<file path="src/rtl/noc_pkg.sv">
// Shared definitions for the tree NoC router datapath: packet layout,
// arbiter FSM state encoding and the packet parity rule.
package noc_pkg;

    // Packet layout: data [3:0], dest [7:4], src [11:8], reserved [12], parity [13].
    localparam int PACKET_WIDTH = 16;
    localparam int RSVD_BIT     = 12;
    localparam int PAR_BIT      = 13;

    typedef enum logic [1:0] {
        IDLE = 2'd0,
        WAIT = 2'd1,
        SEND = 2'd2
    } state_e;

    // A packet is good when its parity bit equals the XOR of bits [12:0].
    function automatic logic parity_ok(input logic [PAR_BIT:0] pkt);
        return pkt[PAR_BIT] == (^pkt[RSVD_BIT:0]);
    endfunction

endpackage

</file>
<file path="src/rtl/rr_pick.sv">
// Rotating-priority encoder: the search starts one position after ptr and
// wraps, so the most recently granted input has the lowest priority.
module rr_pick #(
    parameter int NUM_IN = 3,
    parameter int IDX_W  = $clog2(NUM_IN)
) (
    input  logic [NUM_IN-1:0] req,
    input  logic [IDX_W-1:0]  ptr,
    output logic [NUM_IN-1:0] grant,
    output logic [IDX_W-1:0]  grant_idx,
    output logic              any
);

    // First asserted request found from (ptr+1) mod NUM_IN wins.
    always_comb begin
        logic [IDX_W-1:0] j;
        grant     = '0;
        grant_idx = '0;
        any       = 1'b0;
        j         = '0;
        for (int k = 1; k <= NUM_IN; k++) begin
            j = IDX_W'((int'(ptr) + k) % NUM_IN);
            if (!any && req[j]) begin
                grant[j]  = 1'b1;
                grant_idx = j;
                any       = 1'b1;
            end
        end
    end

endmodule

</file>
<file path="src/rtl/tree_merge_arbiter.sv">
// Round-robin merge of NUM_IN packet sources onto one router output link.
// A granted packet is held for FL cycles before being offered downstream;
// parity is checked on accept and accept/error statistics are kept.
module tree_merge_arbiter #(
    parameter int NUM_IN       = 3,
    parameter int PACKET_WIDTH = noc_pkg::PACKET_WIDTH,
    parameter int FL           = 4,
    parameter int DROP_BAD     = 0
) (
    input  logic                           clk,
    input  logic                           rst,
    input  logic [NUM_IN-1:0]              in_valid,
    output logic [NUM_IN-1:0]              in_ready,
    input  logic [NUM_IN*PACKET_WIDTH-1:0] in_data,
    output logic                           out_valid,
    input  logic                           out_ready,
    output logic [PACKET_WIDTH-1:0]        out_data,
    output logic [$clog2(NUM_IN)-1:0]      out_src,
    output logic [15:0]                    pkt_count,
    output logic [15:0]                    err_count
);

    import noc_pkg::*;

    localparam int IDX_W = $clog2(NUM_IN);
    localparam int CNT_W = $clog2(FL + 1);

    function automatic logic [15:0] sat_inc(input logic [15:0] v);
        return (v == 16'hFFFF) ? v : v + 16'd1;
    endfunction

    state_e                  state_q, state_d;
    logic [IDX_W-1:0]        ptr_q, ptr_d;
    logic [CNT_W-1:0]        cnt_q, cnt_d;
    logic [PACKET_WIDTH-1:0] out_data_q, out_data_d;
    logic [IDX_W-1:0]        out_src_q, out_src_d;
    logic [15:0]             pkt_count_q, pkt_count_d;
    logic [15:0]             err_count_q, err_count_d;

    logic [NUM_IN-1:0]       grant;
    logic [IDX_W-1:0]        grant_idx;
    logic                    any;
    logic [PACKET_WIDTH-1:0] in_pkt [NUM_IN];
    logic [PACKET_WIDTH-1:0] win_pkt;
    logic                    win_bad;

    for (genvar i = 0; i < NUM_IN; i++) begin : g_unpack
        assign in_pkt[i] = in_data[i*PACKET_WIDTH +: PACKET_WIDTH];
    end

    rr_pick #(
        .NUM_IN (NUM_IN),
        .IDX_W  (IDX_W)
    ) u_pick (
        .req       (in_valid),
        .ptr       (ptr_q),
        .grant     (grant),
        .grant_idx (grant_idx),
        .any       (any)
    );

    // Winner's packet and its parity verdict, plus the accept strobe (IDLE only).
    always_comb begin
        win_pkt  = in_pkt[grant_idx];
        win_bad  = !parity_ok(win_pkt[PAR_BIT:0]);
        in_ready = (state_q == IDLE && !rst) ? grant : '0;
    end

    // Next-state logic: accept in IDLE, count down latency in WAIT, handshake in SEND.
    always_comb begin
        state_d     = state_q;
        ptr_d       = ptr_q;
        cnt_d       = cnt_q;
        out_data_d  = out_data_q;
        out_src_d   = out_src_q;
        pkt_count_d = pkt_count_q;
        err_count_d = err_count_q;
        unique case (state_q)
            IDLE: begin
                if (any) begin
                    ptr_d       = grant_idx;
                    out_data_d  = win_pkt;
                    out_src_d   = grant_idx;
                    pkt_count_d = sat_inc(pkt_count_q);
                    if (win_bad) begin
                        err_count_d = sat_inc(err_count_q);
                    end
                    // A dropped packet frees the port immediately.
                    if (win_bad && DROP_BAD != 0) begin
                        state_d = IDLE;
                    end else if (FL == 1) begin
                        state_d = SEND;
                    end else begin
                        state_d = WAIT;
                        cnt_d   = CNT_W'(FL - 1);
                    end
                end
            end
            WAIT: begin
                cnt_d = cnt_q - CNT_W'(1);
                if (cnt_q == CNT_W'(1)) begin
                    state_d = SEND;
                end
            end
            SEND: begin
                if (out_ready) begin
                    state_d = IDLE;
                end
            end
            default: state_d = IDLE;
        endcase
    end

    // State and datapath registers; reset drops any packet in flight.
    always_ff @(posedge clk) begin
        if (rst) begin
            state_q     <= IDLE;
            ptr_q       <= IDX_W'(NUM_IN - 1);
            cnt_q       <= '0;
            out_data_q  <= '0;
            out_src_q   <= '0;
            pkt_count_q <= '0;
            err_count_q <= '0;
        end else begin
            state_q     <= state_d;
            ptr_q       <= ptr_d;
            cnt_q       <= cnt_d;
            out_data_q  <= out_data_d;
            out_src_q   <= out_src_d;
            pkt_count_q <= pkt_count_d;
            err_count_q <= err_count_d;
        end
    end

    assign out_valid = (state_q == SEND);
    assign out_data  = out_data_q;
    assign out_src   = out_src_q;
    assign pkt_count = pkt_count_q;
    assign err_count = err_count_q;

endmodule

</file>
<file path="config.mk">
export PLATFORM = sky130hd
export DESIGN_NAME = tree_merge_arbiter
export DESIGN_NICKNAME = d
export VERILOG_FILES = /design/src/rtl/noc_pkg.sv /design/src/rtl/rr_pick.sv /design/src/rtl/tree_merge_arbiter.sv
export SDC_FILE = /design/constraint.sdc
export NUM_CORES = 1
export LEC_CHECK = 0
export CAP_MARGIN = 30
export CORE_ASPECT_RATIO = 1.4
export CORE_MARGIN = 4
export CORE_UTILIZATION = 44
export CTS_CLUSTER_DIAMETER = 40
export DETAILED_ROUTE_END_ITERATION = 12
export PLACE_DENSITY = 0.87
export SLEW_MARGIN = 20
export SYNTH_ARGS = -nofsm -noshare
export SYNTH_HDL_FRONTEND = slang
export SYNTH_SLANG_ARGS = --single-unit
export TNS_END_PERCENT = 1
</file>
<file path="constraint.sdc">
create_clock -name clk -period 5 [get_ports clk]
set_input_delay 1 -clock clk [delete_from_list [all_inputs] [get_ports clk]]
set_output_delay 1 -clock clk [all_outputs]
set_load 0.03 [all_outputs]
</file>
; Yosys cells after proc, flatten, opt, wreduce, memory -nomap -nowiden
; Cells that the tools add are included.
[totals]
regBits = 57
in_bits = 54
wordCells = 86
[classes]
addsub = 6
div_mod_pow = 3
magnitude_cmp = 7
eq_ne = 9
n_mux = 31
n_bitwise = 6
n_reduce_logical = 17
[ops]
columns = operator, count
row1 = remainder unit 32 x 3 -> 32 bit (second input constant), 3
row2 = adder 16 x 1 -> 16 bit (second input constant), 2
row3 = binary-select mux 16 bit (select 2 bit), 1
row4 = == test 16 bit (second input constant), 2
row5 = 2-to-1 mux 16 bit, 2
row6 = 2-to-1 mux 3 bit, 5
row7 = parity 13 bit, 1
row8 = 2-to-1 mux 2 bit, 6
row9 = less-than comparator 2 x 3 -> 1 bit (second input constant), 3
row10 = 2-to-1 mux 1 bit, 9
row11 = adder 2 x 2 -> 3 bit (second input constant), 2
row12 = binary-select mux 1 bit (select 2 bit), 3
row13 = demux 1 bit (select 2 bit), 3
row14 = >= comparator 2 x 1 -> 1 bit (second input constant), 3
row15 = logical AND 1 bit, 6
row16 = OR 3 bit, 2
row17 = case mux 2 bit (3 select lines), 1
row18 = case mux 3 bit (2 select lines), 1
row19 = AND reduction 3 bit, 2
row20 = inequality test 2 bit (second input constant), 2
row21 = AND reduction 2 bit, 2
row22 = AND reduction 4 bit, 1
row23 = adder 2 x 1 -> 3 bit (second input constant), 1
row24 = == test 3 x 1 -> 1 bit (second input constant), 1
row25 = 11 further kinds, 15

; Depth between registers and ports, before layout
; Gate-level depths: netlist of the first run.
[depth]
word_depth = 19
depth_mapped = 16

; By module
; From an unflattened synthesis of the first run, not the netlist that was laid out.
[hier_totals]
cells_unflattened = 387
area_unflattened_um2 = 3254.4
[modules_own_cells]
columns = module, instances, cells_each, area_per_inst_um2
row1 = tree_merge_arbiter, 1, 346, 2956.6
row2 = rr_pick, 1, 41, 297.8

; Least setup slack after synthesis of the first run
; OpenSTA, ideal clock, no wires.
[synth_path]
path_type = input -> register
start = input port in_valid[2]
end = register err_count_q[9], in the netlist err_count[9]
t_arrival_ps = 4002
slack_ps = 875
path_stages = 13
cell_sequence = buf_4 nand3b_2 a2111o_1 a21oi_2 nor2_1 buf_6 o2bb2ai_1 xnor2_1 xnor3_1 xnor3_2 buf_6 nor4_1 mux2_1
[synth_via]
elab_chain_cells = 17
[synth_rtl]
columns = element, line
row1 = from (decl), tree_merge_arbiter.sv:12  ; input logic [NUM_IN-1:0] in_valid,
row2 = binary-select mux 1 bit (select 2 bit), rr_pick.sv:23  ; if (!any && req[j]) begin
row3 = 2-to-1 mux 1 bit (not written as such), rr_pick.sv:23
row4 = 2-to-1 mux 1 bit, rr_pick.sv:23
row5 = zero test 1 bit, rr_pick.sv:23
row6 = logical AND 1 bit, rr_pick.sv:23
row7 = 2-to-1 mux 1 bit, rr_pick.sv:23
row8 = zero test 1 bit, rr_pick.sv:23
row9 = logical AND 1 bit, rr_pick.sv:23
row10 = 2-to-1 mux 2 bit, rr_pick.sv:23
row11 = NOT 2 -> 3 bit (not written as such), tree_merge_arbiter.sv:64  ; win_pkt = in_pkt[grant_idx];
row12 = binary-select mux 16 bit (select 2 bit), tree_merge_arbiter.sv:64
row13 = 2-to-1 mux 16 bit (not written as such) (2 in series), tree_merge_arbiter.sv:64
row14 = parity 13 bit, noc_pkg.sv:18  ; return pkt[PAR_BIT] == (^pkt[RSVD_BIT:0]);
row15 = == test 1 bit, noc_pkg.sv:18
row16 = NOT 1 bit (no source line), n/a
row17 = AND reduction 4 bit (no source line) *, n/a
row18 = to (signal assigned), tree_merge_arbiter.sv:131  ; err_count_q <= err_count_d;
row19 = to (decl), tree_merge_arbiter.sv:38  ; logic [15:0] err_count_q, err_count_d;
; Mark *: on every way between the ends. The rest lies on a longest branch, timed or not. The select of a mux whose other input is x is not followed.
; A chain may end at the register's enable or synchronous reset.

; Worst setup path after layout of the first run
[layout_path]
start = input port in_valid[1]
end = register err_count_q[9], in the netlist err_count[9]
; Same word-level chain as after synthesis.

==> summary.txt, run 1 <==
Outcome
  – Outcome: finished clean

Final layout
  – Share of layout cells above drive strength 1: 0.0652
  – Most frequent cells in the layout: clkdlybuf4s50_1 (106), nor2_1 (63), dfxtp_1 (56)
  – Commonest non-fill, non-tap cell in the layout: clkdlybuf4s50_1
  – Antenna fix cells: 0
  – Final nets: between 500 and 600
  – Final Util: 0.625
  – Area growth from synthesis to layout: 38.7%

Power and ir drop
  – Net Sw Frac: 0.504
  – Clock share of power: 0.091
  – Psw: ~1.7 mW
  – Part of the power in registers: 0.181
  – Cell Pwr Density: a little over 700 nW/µm²
  – Internal power: between 1.5 and 2 mW
  – Total leakage power: ~1.7 nW
  – Max VDD drop: between 0.8 and 0.9 mV
  – Gate power share: 0.728

Timing
  – Worst slew pin tran: approximately 0.79 ns
  – Tcrit/Tclk final: 0.933
  – Count of final setup violators: 0
  – Post-route clock skew: 0.00759 ns
  – Relative slew slack: 0.470
  – Final Hold Viols: 0
  – Post-layout min period: ~4.7 ns
  – RSZ-0062 raised after global routing: false
  – Fmax: about 0.21 GHz
  – Final setup TNS: 0 ns
  – Max-slew violation count: 0

Logic synthesis
  – Post-synth top area cell: dfxtp_1
  – Dominant cells by area after synthesis: dfxtp_1 (34%), nor2_1 (7.2%), nand2_1 (4.6%), a21oi_1 (3.6%), xor2_1 (3.5%)
  – Ys Warns: 0
  – Syn_area_per_cell: 8.22 µm²
  – Syn Inst Count: between 400 and 500
  – Flops & latches, synth: 56
  – Synth Net Count: about 460
  – Synthesized area: ~3300 µm²
  – Cell variety after synth: 59
  – Top cell type's share of synthesized area: 0.340
  – Fraction of the yosys area taken by sequential cells: 0.340
  – Main flop type after synthesis: dfxtp_1
  – Post-synth EDFFs: 0
  – Post-synth ARST share: 0

GRT
  – Global-route usage over all layers: 0.216
  – Largest net degree at the start of global routing: 63
  – Via count of the first global-routing pass: roughly 3200
  – First-pass GRT wire length: approximately 15000 µm
  – Antenna violations before repair: 0
  – Grt ovf: 0

Hold path
  – Worst hold path startpoint: out_data[6]
  – Worst min path class: reg -> reg
  – WHS Endpoint: out_data[6]
  – Hold Path Cell Cnt: 2

Drt
  – Antenna-violating nets left: 0
  – Vias per cell: 5.52
  – DRC viols: 0
  – Routed vias: 3326
  – Routed WL: around 9600 µm
  – Routed len/inst: around 16 µm
  – Initial DRC count: between 100 and 150
  – Drt pass-1 iters: 4

CTS
  – CTS Hold Buffers Added: 0
  – Clock Tree Buf Depth: 2
  – CTS buffer count: 5
  – Worst-skew pair later-pin latency: approximately 0.31 ns
  – H-Tree Depth: 2
  – Gates resized, CTS repair: 0
  – Root buf cell: clkbuf_8
  – Clock sinks: 56
  – # Post-CTS Setup Buffers: 0
  – Reg clk slew, reported paths: around 0.1 ns
  – TritonCTS clock tree: done

Worst setup path
  – CP arrival: slightly below 5 ns
  – CP max stage cell: xnor3_2
  – CP peak stage delay: 0.56 ns
  – Worst Setup Start Kind: input pin
  – Worst-path maximum fanout: 25
  – Worst endpoint required time: around 5.2 ns
  – R2R Path End: err_count[9]
  – Worst Path Buf+Inv: 1
  – CP Capture Type: register
  – Top delay family on crit path: XOR/XNOR gates
  – CP cell instances: clkdlybuf4s50_1, mux2i_1, o2bb2ai_1, o2bb2ai_1, nor2_1, o21ai_0, xnor3_1, xnor3_1, xnor3_2, nor4_1, mux2_1
  – Reg2reg setup slack: 0.43 ns
  – Reg2reg start: ptr_q[0]
  – Reg2Reg Depth: 12
  – Worst Setup Path Type: in -> reg

Placement
  – DP HPWL: about 7300 µm
  – Number of I/O port buffers: ~110
  – Final GP Congestion: around 0.9

Die
  – Core footprint: approximately 7300 µm²
  – Initial Utilization: 0.451
  – Row count: 37
  – Die Footprint: approximately 9000 µm²
  – Die W: a little over 80 µm
  – Die Ht: roughly 110 µm
  – IO Pins: between 100 and 150

Flow run
  – Maxcap violations: 0
how the worst max path moves through the flow:
stage / from / endpoint / slack [ns] / cells after the start
2_1_floorplan: in_valid[2] / err_count[9] / 0.87 / 13
3_3_place_gp: in_valid[1] / err_count[9] / 0.14 / 12
3_5_place_dp: in_valid[1] / err_count[9] / 0.07 / 11
4_1_cts: in_valid[1] / err_count[9] / 0.41 / 11
5_1_grt: in_valid[1] / err_count[9] / 0.13 / 11
6_report: in_valid[1] / err_count[9] / 0.33 / 11
synth_stat cells (6+ instances only):
library cell / instances
nor2_1: 63
dfxtp_1: 56
nand2_1: 40
a21oi_1: 24
nand3_1: 14
clkbuf_1: 13
xor2_1: 13
inv_1: 11
mux2i_1: 11
o21ai_0: 10
o31ai_1: 10
nor2b_1: 9
or4_1: 9
ha_1: 8
nor3_1: 8
mux2_1: 6
nand4_1: 6
o2bb2ai_1: 6
xnor2_1: 6
power by group through the flow:
stage / clock (mW) / sequential, mW / combinational (mW)
after floorplan: 0 / 0.720 / 2.25
after global placement: 0 / 0.607 / 2.38
after detailed placement: 0 / 0.611 / 2.41
after CTS: 0.311 / 0.601 / 2.42
after global routing: 0.328 / 0.613 / 2.54
final: 0.300 / 0.600 / 2.41
layer usage:
metal  up-vias  global-route usage  share of wire
met1      1584               0.234           0.39
met5         -                   0              0
met4         0              0.0643          0.015
met2       108               0.399           0.52
met3        10              0.0522          0.068
li1       1624                   -              -
per-stage QoR:
stage	cell area [µm²]	setup slack [ns]	power [mW]	hold slack (ns)	cells
after floorplan	3300	0.875	2.98	0.473	401
after global placement	4460	0.141	2.99	0.445	595
after detailed placement	4460	0.0735	3.02	0.454	595
after CTS	4570	0.405	3.33	0.468	603
after global routing	4570	0.135	3.48	0.485	603
final	4570	0.333	3.31	0.465	603
flip-flops by register name (all words and copies together), names as in the netlist:
| register | count |
|---|---|
| pkt_count | 16 |
| out_data | 16 |
| out_src | 1 |
| ptr_q | 2 |
| cnt_q | 3 |
| state_q | 2 |
| err_count | 16 |
layout make-up:
cell class                      count  area [µm²]
Multi-Input combinational cell    312        2020
Sequential cell                    56        1120
Inverter                           11        41.3
Fill cell                         670        2740
Clock buffer                        5        68.8
Timing Repair Buffer              119        1160
Tap cell                           97         121
Clock inverter                      3        42.5
cells by family after synthesis:
family,after synthesis,synth area share
adder cells (fa/ha/maj),8,0.0304
flip-flops,56,0.340
buffers and inverters,33,0.0524
multiplexers,19,0.0618
XOR/XNOR,23,0.0781
AND/OR/NAND/NOR,173,0.253
AO/OA/AOI/OAI,89,0.184
worst reg2reg max path, stage by stage (launching register included):
cell and delay (ns):
dfxtp_1 0.43, inv_1 0.09, ha_1 0.56, mux2i_1 0.36, o2bb2ai_1 0.19, o2bb2ai_1 0.20
nor2_1 0.42, o21ai_0 0.26, xnor3_1 0.43, xnor3_1 0.23, xnor3_2 0.56, nor4_1 0.37
mux2_1 0.35
Note: power is estimated with default switching activity, not from simulation.
==> run 2, diff against run 1 <==
CAP_MARGIN = 20   (was 30)
==> results of run 2 <==
No change in the layout: final DEF, timing and power equal those of run 1.
